`src/rtl/tdc_tap_sweep_ctrl_if.sv`:
```
// Result-record handshake between the tap sweep controller and the UART
// report path.
//   master : drives result_valid / result_tap / result_count, samples result_ready
//   slave  : samples the record, drives result_ready
interface tdc_tap_sweep_ctrl_if #(
    parameter int SEL_W = 5,
    parameter int CNT_W = 9
);
    logic             result_valid;
    logic             result_ready;
    logic [SEL_W-1:0] result_tap;
    logic [CNT_W-1:0] result_count;

    modport master (
        output result_valid,
        output result_tap,
        output result_count,
        input  result_ready
    );

    modport slave (
        input  result_valid,
        input  result_tap,
        input  result_count,
        output result_ready
    );
endinterface

```
`src/rtl/tdc_tap_sweep_ctrl.sv`:
```
// TDC delay-line tap sweep controller.
// Steps the 32:1 tap mux through every tap, waits for the select to settle,
// counts 2^SAMPLES_LOG2 sampled hits per tap and hands one record per tap to
// the report path. The select only changes between measurement windows.
//
// Ports:
//   clk10m      system clock
//   rst_n       asynchronous active-low reset
//   start       one-cycle request to begin a full sweep (ignored while busy)
//   abort       synchronous abort of a sweep in SETTLE/ACCUM/REPORT
//   sample_stb  one strobe per TDC measurement
//   tap_hit     registered mux output, valid with sample_stb
//   tap_sel     mux select
//   busy        high in every state except IDLE
//   done        one-cycle pulse after the last record transfers
//   res         result record handshake (master side)
//
// state    | meaning
// ---------+----------------------------------------------------------
// S_IDLE   | waiting for start, tap_sel = 0
// S_SETTLE | select just changed, down-counting SETTLE cycles
// S_ACCUM  | counting samples and hits for the current tap
// S_REPORT | record held on the result bus until accepted
// S_DONE   | done pulse, tap_sel back to 0
module tdc_tap_sweep_ctrl #(
    parameter int NTAPS        = 32,
    parameter int SEL_W        = 5,
    parameter int SAMPLES_LOG2 = 8,
    parameter int CNT_W        = SAMPLES_LOG2 + 1,
    parameter int SETTLE       = 4
) (
    input  logic                      clk10m,
    input  logic                      rst_n,
    input  logic                      start,
    input  logic                      abort,
    input  logic                      sample_stb,
    input  logic                      tap_hit,
    output logic [SEL_W-1:0]          tap_sel,
    output logic                      busy,
    output logic                      done,
    tdc_tap_sweep_ctrl_if.master      res
);

    localparam int ST_W = (SETTLE > 1) ? $clog2(SETTLE) : 1;
    localparam logic [ST_W-1:0]  SETTLE_LOAD = ST_W'(SETTLE - 1);
    localparam logic [CNT_W-1:0] LAST_SAMPLE = CNT_W'((1 << SAMPLES_LOG2) - 1);
    localparam logic [SEL_W-1:0] LAST_TAP    = SEL_W'(NTAPS - 1);

    typedef enum logic [2:0] {
        S_IDLE,
        S_SETTLE,
        S_ACCUM,
        S_REPORT,
        S_DONE
    } state_t;

    state_t           state_q;
    logic [SEL_W-1:0] tap_q;
    logic [ST_W-1:0]  settle_q;
    logic [CNT_W-1:0] samp_q;
    logic [CNT_W-1:0] hit_q;
    logic [SEL_W-1:0] res_tap_q;
    logic [CNT_W-1:0] res_cnt_q;
    logic             valid_q;
    logic             busy_q;
    logic             done_q;
    logic             abort_now;

    // abort only acts while a tap is being measured or reported
    assign abort_now = abort &&
                       ((state_q == S_SETTLE) || (state_q == S_ACCUM) || (state_q == S_REPORT));

    always_ff @(posedge clk10m or negedge rst_n) begin
        if (!rst_n) begin
            state_q   <= S_IDLE;
            tap_q     <= '0;
            settle_q  <= '0;
            samp_q    <= '0;
            hit_q     <= '0;
            res_tap_q <= '0;
            res_cnt_q <= '0;
            valid_q   <= 1'b0;
            busy_q    <= 1'b0;
            done_q    <= 1'b0;
        end else begin
            done_q <= 1'b0;
            if (abort_now) begin
                // a record accepted in this same cycle counts as delivered;
                // nothing more is needed for it
                state_q <= S_IDLE;
                tap_q   <= '0;
                samp_q  <= '0;
                hit_q   <= '0;
                valid_q <= 1'b0;
                busy_q  <= 1'b0;
            end else begin
                case (state_q)
                    S_IDLE: begin
                        if (start) begin
                            state_q  <= S_SETTLE;
                            tap_q    <= '0;
                            settle_q <= SETTLE_LOAD;
                            busy_q   <= 1'b1;
                        end
                    end
                    S_SETTLE: begin
                        if (settle_q == '0) begin
                            state_q <= S_ACCUM;
                            samp_q  <= '0;
                            hit_q   <= '0;
                        end else begin
                            settle_q <= settle_q - ST_W'(1);
                        end
                    end
                    S_ACCUM: begin
                        if (sample_stb) begin
                            samp_q <= samp_q + CNT_W'(1);
                            if (tap_hit) begin
                                hit_q <= hit_q + CNT_W'(1);
                            end
                            // the closing strobe is included in the record
                            if (samp_q == LAST_SAMPLE) begin
                                state_q   <= S_REPORT;
                                res_tap_q <= tap_q;
                                res_cnt_q <= hit_q + CNT_W'(tap_hit);
                                valid_q   <= 1'b1;
                            end
                        end
                    end
                    S_REPORT: begin
                        if (valid_q && res.result_ready) begin
                            valid_q <= 1'b0;
                            if (tap_q == LAST_TAP) begin
                                state_q <= S_DONE;
                                tap_q   <= '0;
                                done_q  <= 1'b1;
                            end else begin
                                state_q  <= S_SETTLE;
                                tap_q    <= tap_q + SEL_W'(1);
                                settle_q <= SETTLE_LOAD;
                            end
                        end
                    end
                    S_DONE: begin
                        state_q <= S_IDLE;
                        busy_q  <= 1'b0;
                    end
                    default: begin
                        state_q <= S_IDLE;
                        tap_q   <= '0;
                        valid_q <= 1'b0;
                        busy_q  <= 1'b0;
                    end
                endcase
            end
        end
    end

    assign tap_sel          = tap_q;
    assign busy             = busy_q;
    assign done             = done_q;
    assign res.result_valid = valid_q;
    assign res.result_tap   = res_tap_q;
    assign res.result_count = res_cnt_q;

endmodule

```
`src/flat_wrapper.sv`:
```
// flat-port wrapper written by rule: the top's interface ports become plain ports
module tdc_tap_sweep_ctrl_flat 
#(
    parameter int NTAPS        = 32,
    parameter int SEL_W        = 5,
    parameter int SAMPLES_LOG2 = 8,
    parameter int CNT_W        = SAMPLES_LOG2 + 1,
    parameter int SETTLE       = 4
)
  (clk10m, rst_n, start, abort, sample_stb, tap_hit, tap_sel, busy, done, res_result_valid, res_result_tap, res_result_count, res_result_ready);
  tdc_tap_sweep_ctrl_if #(.SEL_W(SEL_W), .CNT_W(CNT_W)) res_i ();
  input  logic clk10m;
  input  logic rst_n;
  input  logic start;
  input  logic abort;
  input  logic sample_stb;
  input  logic tap_hit;
  output logic [SEL_W-1:0] tap_sel;
  output logic busy;
  output logic done;
  output wire logic [$bits(res_i.result_valid)-1:0] res_result_valid;
  output wire logic [$bits(res_i.result_tap)-1:0] res_result_tap;
  output wire logic [$bits(res_i.result_count)-1:0] res_result_count;
  input wire logic [$bits(res_i.result_ready)-1:0] res_result_ready;
  assign res_result_valid = res_i.result_valid;
  assign res_result_tap = res_i.result_tap;
  assign res_result_count = res_i.result_count;
  assign res_i.result_ready = res_result_ready;
  tdc_tap_sweep_ctrl #(.NTAPS(NTAPS), .SEL_W(SEL_W), .SAMPLES_LOG2(SAMPLES_LOG2), .CNT_W(CNT_W), .SETTLE(SETTLE)) u_core (.clk10m(clk10m), .rst_n(rst_n), .start(start), .abort(abort), .sample_stb(sample_stb), .tap_hit(tap_hit), .tap_sel(tap_sel), .busy(busy), .done(done), .res(res_i));
endmodule
```
`config.mk`:
```
export PLATFORM = sky130hd
export DESIGN_NAME = tdc_tap_sweep_ctrl_flat
export DESIGN_NICKNAME = d
export VERILOG_FILES = /design/src/rtl/tdc_tap_sweep_ctrl_if.sv /design/src/rtl/tdc_tap_sweep_ctrl.sv /design/src/flat_wrapper.sv
export SDC_FILE = /design/constraint.sdc
export NUM_CORES = 1
export LEC_CHECK = 0
export ABC_AREA = 0
export ABC_CLOCK_PERIOD_IN_PS = 2600
export BUFFER_PORTS_ARGS = -buffer_cell sky130_fd_sc_hd__buf_2
export CORE_MARGIN = 3
export CORE_UTILIZATION = 43
export DETAILED_ROUTE_END_ITERATION = 16
export PLACE_DENSITY = 0.6
export SYNTH_ARGS = -nofsm -noshare
export SYNTH_HDL_FRONTEND = slang
export SYNTH_SLANG_ARGS = --single-unit
```
`constraint.sdc`:
```
create_clock -name clk10m -period 2.6 [get_ports clk10m]
set_input_delay 0.52 -clock clk10m [delete_from_list [all_inputs] [get_ports clk10m]]
set_output_delay 0.52 -clock clk10m [all_outputs]
set_load 0.03 [all_outputs]
```
==> summary.txt, run 1 <==
leakage power = 1.34 nW
Resized cells post-CTS = 0
first-pass GRT wire length = 8.38 mm
Clock Latency Late Sink = 0.29 ns
count of final max-slew check failures = 0
Min-Delay Path Class = primary input to async pin
CTS Sinks = 45
Root Driver = clkbuf_8
#FFs+latches synth = 45
startpoint types = flop
CP Max Fanout = 10
worst vdd ir = 0.274 mV
Rel. slew slack = 0.621
outcome = finished, final reports clean
CTS Buf Count = 5
GR Overflow Total = 0
GPL Wtd Cong = 0.809
final period utilization = 0.874
Mapped Area = 2390 µm²
Placed Area = 2600 µm²
core area = 5240 µm²
syn nets = 267
syn_area_per_cell = 9.50 µm²
DRC Markers = 0
power density cells = 562 nW/µm²
fin area = 2700 µm²
setup violators final = 0
number of diodes = 0
routed wire length = 4.82 mm
post-synth top area cell = dfrtp_1
drt wl/cell = 13.8 µm
Synth cell types = 45
layout cells sized above 1 = 0.168
CP Class = flop to flop
Die Wd = 80.6 µm
Layout Nets = 295
Critical Path RT = 2.78 ns
input/output buffers = 28
vias in the first global route = 1,799
unrepaired setup endpoints after global routing = false
Worst path max stage delay = 0.42 ns
P&R area growth vs syn = 12.9%
critical path endpoint category = flop
r2r endpoint = u_core.res.result_tap[4]$_DFFE_PN0P_
non-filler cells, final = 350
Inst Count DP = 343
initial antenna violation count = 0
clk_skew = 0.00448 ns
Final Util = 0.516
final hold vios = 0
Sum Neg Setup Slack = 0 ns
Die H = 80.6 µm
most frequent cells in the layout = dfrtp_1 (45), nand2_1 (37), buf_2 (28)
H-tree levels = 2
Routed Antenna Nets = 0
post-CTS setup buffers = 0
Synth Instances = 252
crit path time final = 2.27 ns
CTS tree = done
Max Fclk = 0.440 GHz
main area contributors after synthesis = dfrtp_1 (47%), nand2_1 (5.8%), o21ai_0 (5.6%)
fillcell total = 495
most frequent CP cell = and3_1
Ports = 29
# rows = 26
WP data arrival = 2.46 ns
CTS hold repair buffers = 0
Tot Pwr = 1.52 mW
reg2reg path depth = 7
1st-pass router iterations = 4
CP Cell Sequence = ha_1, and3_1, and3_1, and3_1, ha_1, nand2_1, mux2_2
initial core utilization = 0.457
clock buffer depth = 2
largest net degree at the start of global routing = 46
die footprint = 6500 µm²
r2r setup slk = 0.33 ns
area fraction of the dominant cell type after synthesis = 0.470
Reg clk slew, reported paths = 0.08 ns
GRT Total Usage = 0.164
vias per cell = 5.39
Slew @ Worst Pin = 0.569 ns
critical path's slowest cell = dfrtp_1
Max Cap Violations = 0
DRT iter0 DRCs = 84
commonest non-fill, non-tap cell in the layout = dfrtp_1
DPL Wire Length = 3.49 mm
FF-to-FF Start = u_core.samp_q[0]$_DFFE_PN0P_
vias = 1,888
post-synthesis sequential area ratio = 0.470
Yosys warnings = 0
stage by stage:
step                      setup slack [ns]  hold WS (ns)
after global placement               0.369         0.459
after CTS                            0.313         0.324
after floorplan                      0.501         0.224
after detailed placement             0.335         0.465
after global routing                 0.186         0.343
final                                0.327         0.296
cell usage after synthesis (all sizes together):
library cell	n
xor2	6
a211oi	4
a211o	2
nand3	6
ha	8
a31oi	4
and3	8
a21oi	10
a22o	4
or3	2
nand4	1
nor3	2
clkbuf	6
nor2b	2
o31a	1
o21ai	28
o31ai	4
o311ai	1
nand3b	2
and2	7
buf	7
nand2	37
nand2b	3
nor3b	2
or4b	1
dfrtp	45
nor4b	1
nor2	18
a21boi	1
a32o	1
mux2	8
a21o	2
inv	5
a41o	2
or4	2
o211ai	1
nor4	2
o21a	2
xnor2	3
a311o	1
cell families after synthesis:
| group | Yosys count | share of synthesized area |
|---|---|---|
| compound gates | 68 | 0.180 |
| xor+xnor | 9 | 0.0329 |
| fa+ha+maj | 8 | 0.0418 |
| buf+inv | 18 | 0.0366 |
| flops | 45 | 0.470 |
| mux | 8 | 0.0376 |
| simple gates | 96 | 0.201 |
critical path, delay by kind of cell, from the launching register on:
family | cells | cell delay [ns]
adders and majority gates | 2 | 0.44
DFF | 1 | 0.42
muxes | 1 | 0.38
and+or+nand+nor | 4 | 0.91
flip-flops by register name, summed over array words and instances, names as in the netlist:
name and count:
u_core.settle_q 2, u_core.res.result_count 9, u_core.samp_q 9, u_core.hit_q 9, u_core.tap_sel 5, u_core.res.result_tap 5, u_core.done 1, u_core.busy 1
u_core.state_q 3, u_core.res.result_valid 1
area by class of cell:
| type | count | area [µm²] | share of cell area |
|---|---|---|---|
| multi-input cells | 189 | 1180 | 0.437 |
| flip-flops and latches | 45 | 1130 | 0.417 |
| repair buffers | 34 | 185 | 0.0686 |
| well taps | 70 | 87.6 | 0.0324 |
| clock buffers | 5 | 68.8 | 0.0255 |
| clock inverters | 2 | 35.0 | 0.0130 |
| inverters | 5 | 18.8 | 0.00695 |
layer usage:
metal / share of wire / global-route usage / vias to the layer above
li1: - / - / 959
met1: 0.48 / 0.215 / 894
met2: 0.47 / 0.269 / 30
met3: 0.039 / 0.0437 / 5
met4: 0.012 / 0.0405 / 0
met5: 0 / 0 / -
worst max-delay path by stage:
stage,start,to,slack [ns],cells after the start
2_1_floorplan,u_core.samp_q[0]$_DFFE_PN0P_,u_core.res.result_count[8]$_DFFE_PN0P_,0.50,8
3_3_place_gp,u_core.samp_q[0]$_DFFE_PN0P_,u_core.res.result_count[8]$_DFFE_PN0P_,0.37,7
3_5_place_dp,u_core.samp_q[0]$_DFFE_PN0P_,u_core.res.result_tap[0]$_DFFE_PN0P_,0.34,7
4_1_cts,u_core.samp_q[0]$_DFFE_PN0P_,u_core.res.result_tap[0]$_DFFE_PN0P_,0.31,7
5_1_grt,u_core.settle_q[0]$_DFFE_PN0P_,u_core.hit_q[5]$_DFFE_PN0P_,0.19,7
6_report,u_core.samp_q[0]$_DFFE_PN0P_,u_core.res.result_tap[4]$_DFFE_PN0P_,0.33,7
power by group:
part           total (mW)  switching (mW)  leakage [nW]  internal [mW]
clock network       0.514           0.235        0.0540          0.280
logic               0.254           0.165         0.666         0.0897
registers           0.750          0.0214         0.616          0.728
Note: power is estimated with default switching activity, not from simulation.
==> run 2: changes to the inputs <==
Settings changed: CAP_MARGIN from default to 20, CORE_ASPECT_RATIO from default to 1.5.
==> run 2 against run 1 <==
- sequential share of layout area is 0.19 points lower
- sequential power hardly changed
- combinational power hardly changed
- hold slack worse by 0.16 ns
- routed wire length is 2.1% higher
- utilization is 0.16 points higher
- critical path type unchanged
- largest cell class unchanged
- largest power group unchanged
==> summary.txt, run 2 (same netlist as run 1, synthesis figures left out) <==
Critical Path RT = 2.78 ns
Max Fclk = 0.438 GHz
vias in the first global route = 1,843
leakage power = 1.35 nW
Layout Nets = 298
CTS tree = done
CTS Sinks = 45
commonest non-fill, non-tap cell in the layout = dfrtp_1
FF+latch area = 1130 µm²
layout cells sized above 1 = 0.180
WP data arrival = 2.47 ns
die footprint = 6520 µm²
crit path time final = 2.29 ns
Routed Antenna Nets = 0
Inst Count DP = 344
clk_skew = 0.00810 ns
initial antenna violation count = 0
CP Max Fanout = 11
core area = 5250 µm²
Die H = 97.4 µm
critical path's slowest cell = dfrtp_1
fillcell total = 507
GRT Total Usage = 0.166
Resized cells post-CTS = 0
most frequent cells in the layout = dfrtp_1 (45), nand2_1 (37), buf_2 (28)
unrepaired setup endpoints after global routing = false
area of the multi-input gates = 1180 µm²
Max Cap Violations = 0
DPL Wire Length = 3.79 mm
first-pass GRT wire length = 8.44 mm
FF-to-FF Start = u_core.samp_q[0]$_DFFE_PN0P_
number of diodes = 0
CP Cell Sequence = ha_1, and3_1, and3_1, and3_1, ha_1, nand2_1, mux2_2
DRC Markers = 0
worst slack, placed = 0.295 ns
routed wire length = 4.92 mm
vias per cell = 5.37
initial core utilization = 0.456
reg2reg path depth = 7
r2r endpoint = u_core.res.result_tap[0]$_DFFE_PN0P_
critical path endpoint category = flop
Root Driver = clkbuf_8
final hold vios = 0
Worst path max stage delay = 0.41 ns
Reg clk slew, reported paths = 0.08 ns
startpoint types = flop
Ports = 29
non-filler cells, final = 352
most frequent CP cell = and3_1
worst vdd ir = 0.337 mV
Final Util = 0.517
CTS Buf Count = 5
final period utilization = 0.879
setup violators final = 0
DRT iter0 DRCs = 70
CP Class = flop to flop
Die Wd = 66.9 µm
r2r setup slk = 0.31 ns
final worst slack = 0.315 ns
outcome = finished, final reports clean
GPL Wtd Cong = 0.793
CTS hold repair buffers = 0
largest net degree at the start of global routing = 17
Min-Delay Path Class = primary input to async pin
Rel. slew slack = 0.676
H-tree levels = 2
GR Overflow Total = 0
# rows = 32
Clock Latency Late Sink = 0.29 ns
power density cells = 536 nW/µm²
count of final max-slew check failures = 0
post-CTS setup buffers = 0
P&R area growth vs syn = 13.4%
drt wl/cell = 14.0 µm
input/output buffers = 28
clock buffer depth = 2
Slew @ Worst Pin = 0.483 ns
Sum Neg Setup Slack = 0 ns
1st-pass router iterations = 4
vias = 1,889
==> run 2: critical path: cells and delay by family (launching register included) <==
family | cells | cell delay (ns)
simple gates | 4 | 0.94
fa+ha+maj | 2 | 0.44
mux | 1 | 0.38
flops | 1 | 0.41
==> run 2: stage by stage <==
step | instance area, µm² | hold WS [ns] | power, mW
CTS | 2710 | 0.133 | 1.48
global route | 2710 | 0.138 | 1.54
finish | 2710 | 0.133 | 1.45
detailed placement | 2620 | 0.460 | 1.02
floorplan | 2390 | 0.224 | 0.954
global placement | 2620 | 0.457 | 1.02
==> run 2: final cells by class <==
| type | count | area share |
|---|---|---|
| multi-input combinational | 189 | 0.435 |
| tap | 68 | 0.0314 |
| clock inverter | 2 | 0.00507 |
| sequential | 45 | 0.415 |
| timing repair buffer | 37 | 0.0765 |
| inverter | 5 | 0.00692 |
| clock buffer | 6 | 0.0304 |
==> run 2: worst max path at each step <==
stage | start | to | slack [ns]
3_3_place_gp | u_core.samp_q[0]$_DFFE_PN0P_ | u_core.res.result_tap[4]$_DFFE_PN0P_ | 0.34
2_1_floorplan | u_core.samp_q[0]$_DFFE_PN0P_ | u_core.res.result_count[8]$_DFFE_PN0P_ | 0.50
4_1_cts | u_core.samp_q[0]$_DFFE_PN0P_ | u_core.res.result_tap[1]$_DFFE_PN0P_ | 0.29
6_report | u_core.samp_q[0]$_DFFE_PN0P_ | u_core.res.result_tap[0]$_DFFE_PN0P_ | 0.31
3_5_place_dp | u_core.samp_q[0]$_DFFE_PN0P_ | u_core.res.result_count[8]$_DFFE_PN0P_ | 0.29
5_1_grt | u_core.settle_q[0]$_DFFE_PN0P_ | u_core.hit_q[5]$_DFFE_PN0P_ | 0.16
==> run 2: where the power goes <==
part	total [mW]	internal (mW)	switching, mW
clock	0.446	0.215	0.231
combinational	0.253	0.0908	0.163
sequential	0.753	0.728	0.0254
total	1.45	1.03	0.419
==> run 2: layer usage <==
metal | track usage | wire length (µm) | up-vias
met5 | 0 | 0 | -
met4 | 0.0469 | 47 | 0
met3 | 0.0324 | 130 | 5
met2 | 0.304 | 2650 | 27
met1 | 0.187 | 2090 | 899
li1 | - | - | 958
==> run 3: changes to the inputs <==
Settings changed: CORE_UTILIZATION 43 to 52, PLACE_DENSITY 0.6 to 0.71, REMOVE_ABC_BUFFERS from default to 1.
==> run 3 against run 2 <==
- utilization grew 11 points
- via count grew 0.64%
- hold slack gained 0.019 ns
- flip-flop and latch count is the same
- combinational power is essentially flat
- non-clock buffer count shrank 2
- die area shrank 16%
- fmax grew 1.8%
- critical path depth grew 1
- critical endpoint is now u_core.res.result_count[8]$_DFFE_PN0P_
==> summary.txt, run 3 (same netlist as run 1, synthesis figures left out) <==
outcome = finished, final reports clean
CTS hold repair buffers = 0
Worst path max stage delay = 0.42 ns
CP Cell Sequence = ha_1, and3_1, and3_1, and3_1, ha_1, nand2_1, buf_4, mux2_2
setup violators final = 0
leakage power = 1.34 nW
most frequent cells in the layout = dfrtp_1 (45), nand2_1 (37), buf_2 (28)
Root Driver = clkbuf_8
Sum Neg Setup Slack = 0 ns
non-filler cells, final = 328
CTS Sinks = 45
Rel. slew slack = 0.683
critical path endpoint category = flop
WP data arrival = 2.44 ns
Routed Antenna Nets = 0
GPL Wtd Cong = 0.823
count of final max-slew check failures = 0
Resized cells post-CTS = 0
critical path's slowest cell = dfrtp_1
GR Overflow Total = 0
vias per cell = 5.80
die footprint = 5470 µm²
fillcell total = 363
first-pass GRT wire length = 7.84 mm
layout cells sized above 1 = 0.174
post-CTS setup buffers = 0
Clock Latency Late Sink = 0.31 ns
Reg clk slew, reported paths = 0.09 ns
crit path time final = 2.24 ns
vias in the first global route = 1,743
power density cells = 574 nW/µm²
# rows = 29
H-tree levels = 2
core area = 4320 µm²
Layout Nets = 296
Tot Pwr = 1.54 mW
initial core utilization = 0.554
CTS tree = done
Inst Count DP = 320
clock buffer depth = 2
Slew @ Worst Pin = 0.473 ns
GRT Total Usage = 0.191
Max Fclk = 0.446 GHz
number of diodes = 0
DRT iter0 DRCs = 83
final period utilization = 0.863
routed wire length = 4.77 mm
most frequent CP cell = and3_1
Min-Delay Path Class = primary input to async pin
startpoint types = flop
commonest non-fill, non-tap cell in the layout = dfrtp_1
initial antenna violation count = 0
DRC Markers = 0
Hold Slack = 0.152 ns
worst vdd ir = 0.314 mV
input/output buffers = 28
drt wl/cell = 14.5 µm
Ports = 29
Max Cap Violations = 0
P&R area growth vs syn = 12.4%
final hold vios = 0
Critical Path RT = 2.80 ns
CP Class = flop to flop
FF-to-FF Start = u_core.samp_q[0]$_DFFE_PN0P_
vias = 1,901
Die H = 89.1 µm
largest net degree at the start of global routing = 27
CTS Buf Count = 5
Die Wd = 61.4 µm
Crit. Startpoint = u_core.samp_q[0]$_DFFE_PN0P_
1st-pass router iterations = 4
unrepaired setup endpoints after global routing = false
clk_skew = 0.0114 ns
DPL Wire Length = 3.48 mm
CP Max Fanout = 16
## run 3: worst max-delay path: cells and delay by family (launching register included)
kind	cells	cell delay [ns]
buffers and inverters	1	0.23
adders and majority gates	2	0.45
and+or+nand+nor	4	0.66
DFF	1	0.42
muxes	1	0.36
## run 3: layout make-up
class / instances / area, µm² / area share
Tap cell: 46 / 57.6 / 0.0214
Clock buffer: 5 / 68.8 / 0.0256
Sequential cell: 45 / 1130 / 0.419
Clock inverter: 3 / 46.3 / 0.0172
Inverter: 5 / 18.8 / 0.00698
Multi-Input combinational cell: 189 / 1180 / 0.439
Timing Repair Buffer: 35 / 193 / 0.0716
## run 3: routing by layer
metal / vias to the layer above / wire [µm] / part of all wire / GRT usage
met4: 0 / 97 / 0.020 / 0.0849
met3: 8 / 135 / 0.028 / 0.0347
li1: 956 / - / - / -
met1: 908 / 2040 / 0.43 / 0.227
met2: 29 / 2490 / 0.52 / 0.329
met5: - / 0 / 0 / 0
## run 3: worst paths after layout
check                                                               to  slack, ns  cells after the start
min in group clk10m                     u_core.settle_q[0]$_DFFE_PN0P_       0.47                      1
worst min register to register          u_core.settle_q[0]$_DFFE_PN0P_       0.47                      1
worst min-delay path                       u_core.hit_q[2]$_DFFE_PN0P_       0.15                      1
worst max-delay path            u_core.res.result_count[8]$_DFFE_PN0P_       0.36                      8
max in group asynchronous                  u_core.hit_q[7]$_DFFE_PN0P_       1.76                      2
worst max register to register  u_core.res.result_count[8]$_DFFE_PN0P_       0.36                      8
## run 3: power by group
group	total [mW]	internal, mW	switching (mW)
Clock	0.543	0.288	0.255
Sequential	0.750	0.728	0.0222
Combinational	0.251	0.0894	0.162
## run 3: per-stage QoR
step,cell area (µm²),setup WS [ns],util
floorplan,2320,0.361,-
global placement,2570,0.374,0.596
detailed placement,2570,0.362,0.596
CTS,2690,0.342,0.623
global route,2690,0.204,0.623
finish,2690,0.356,0.623
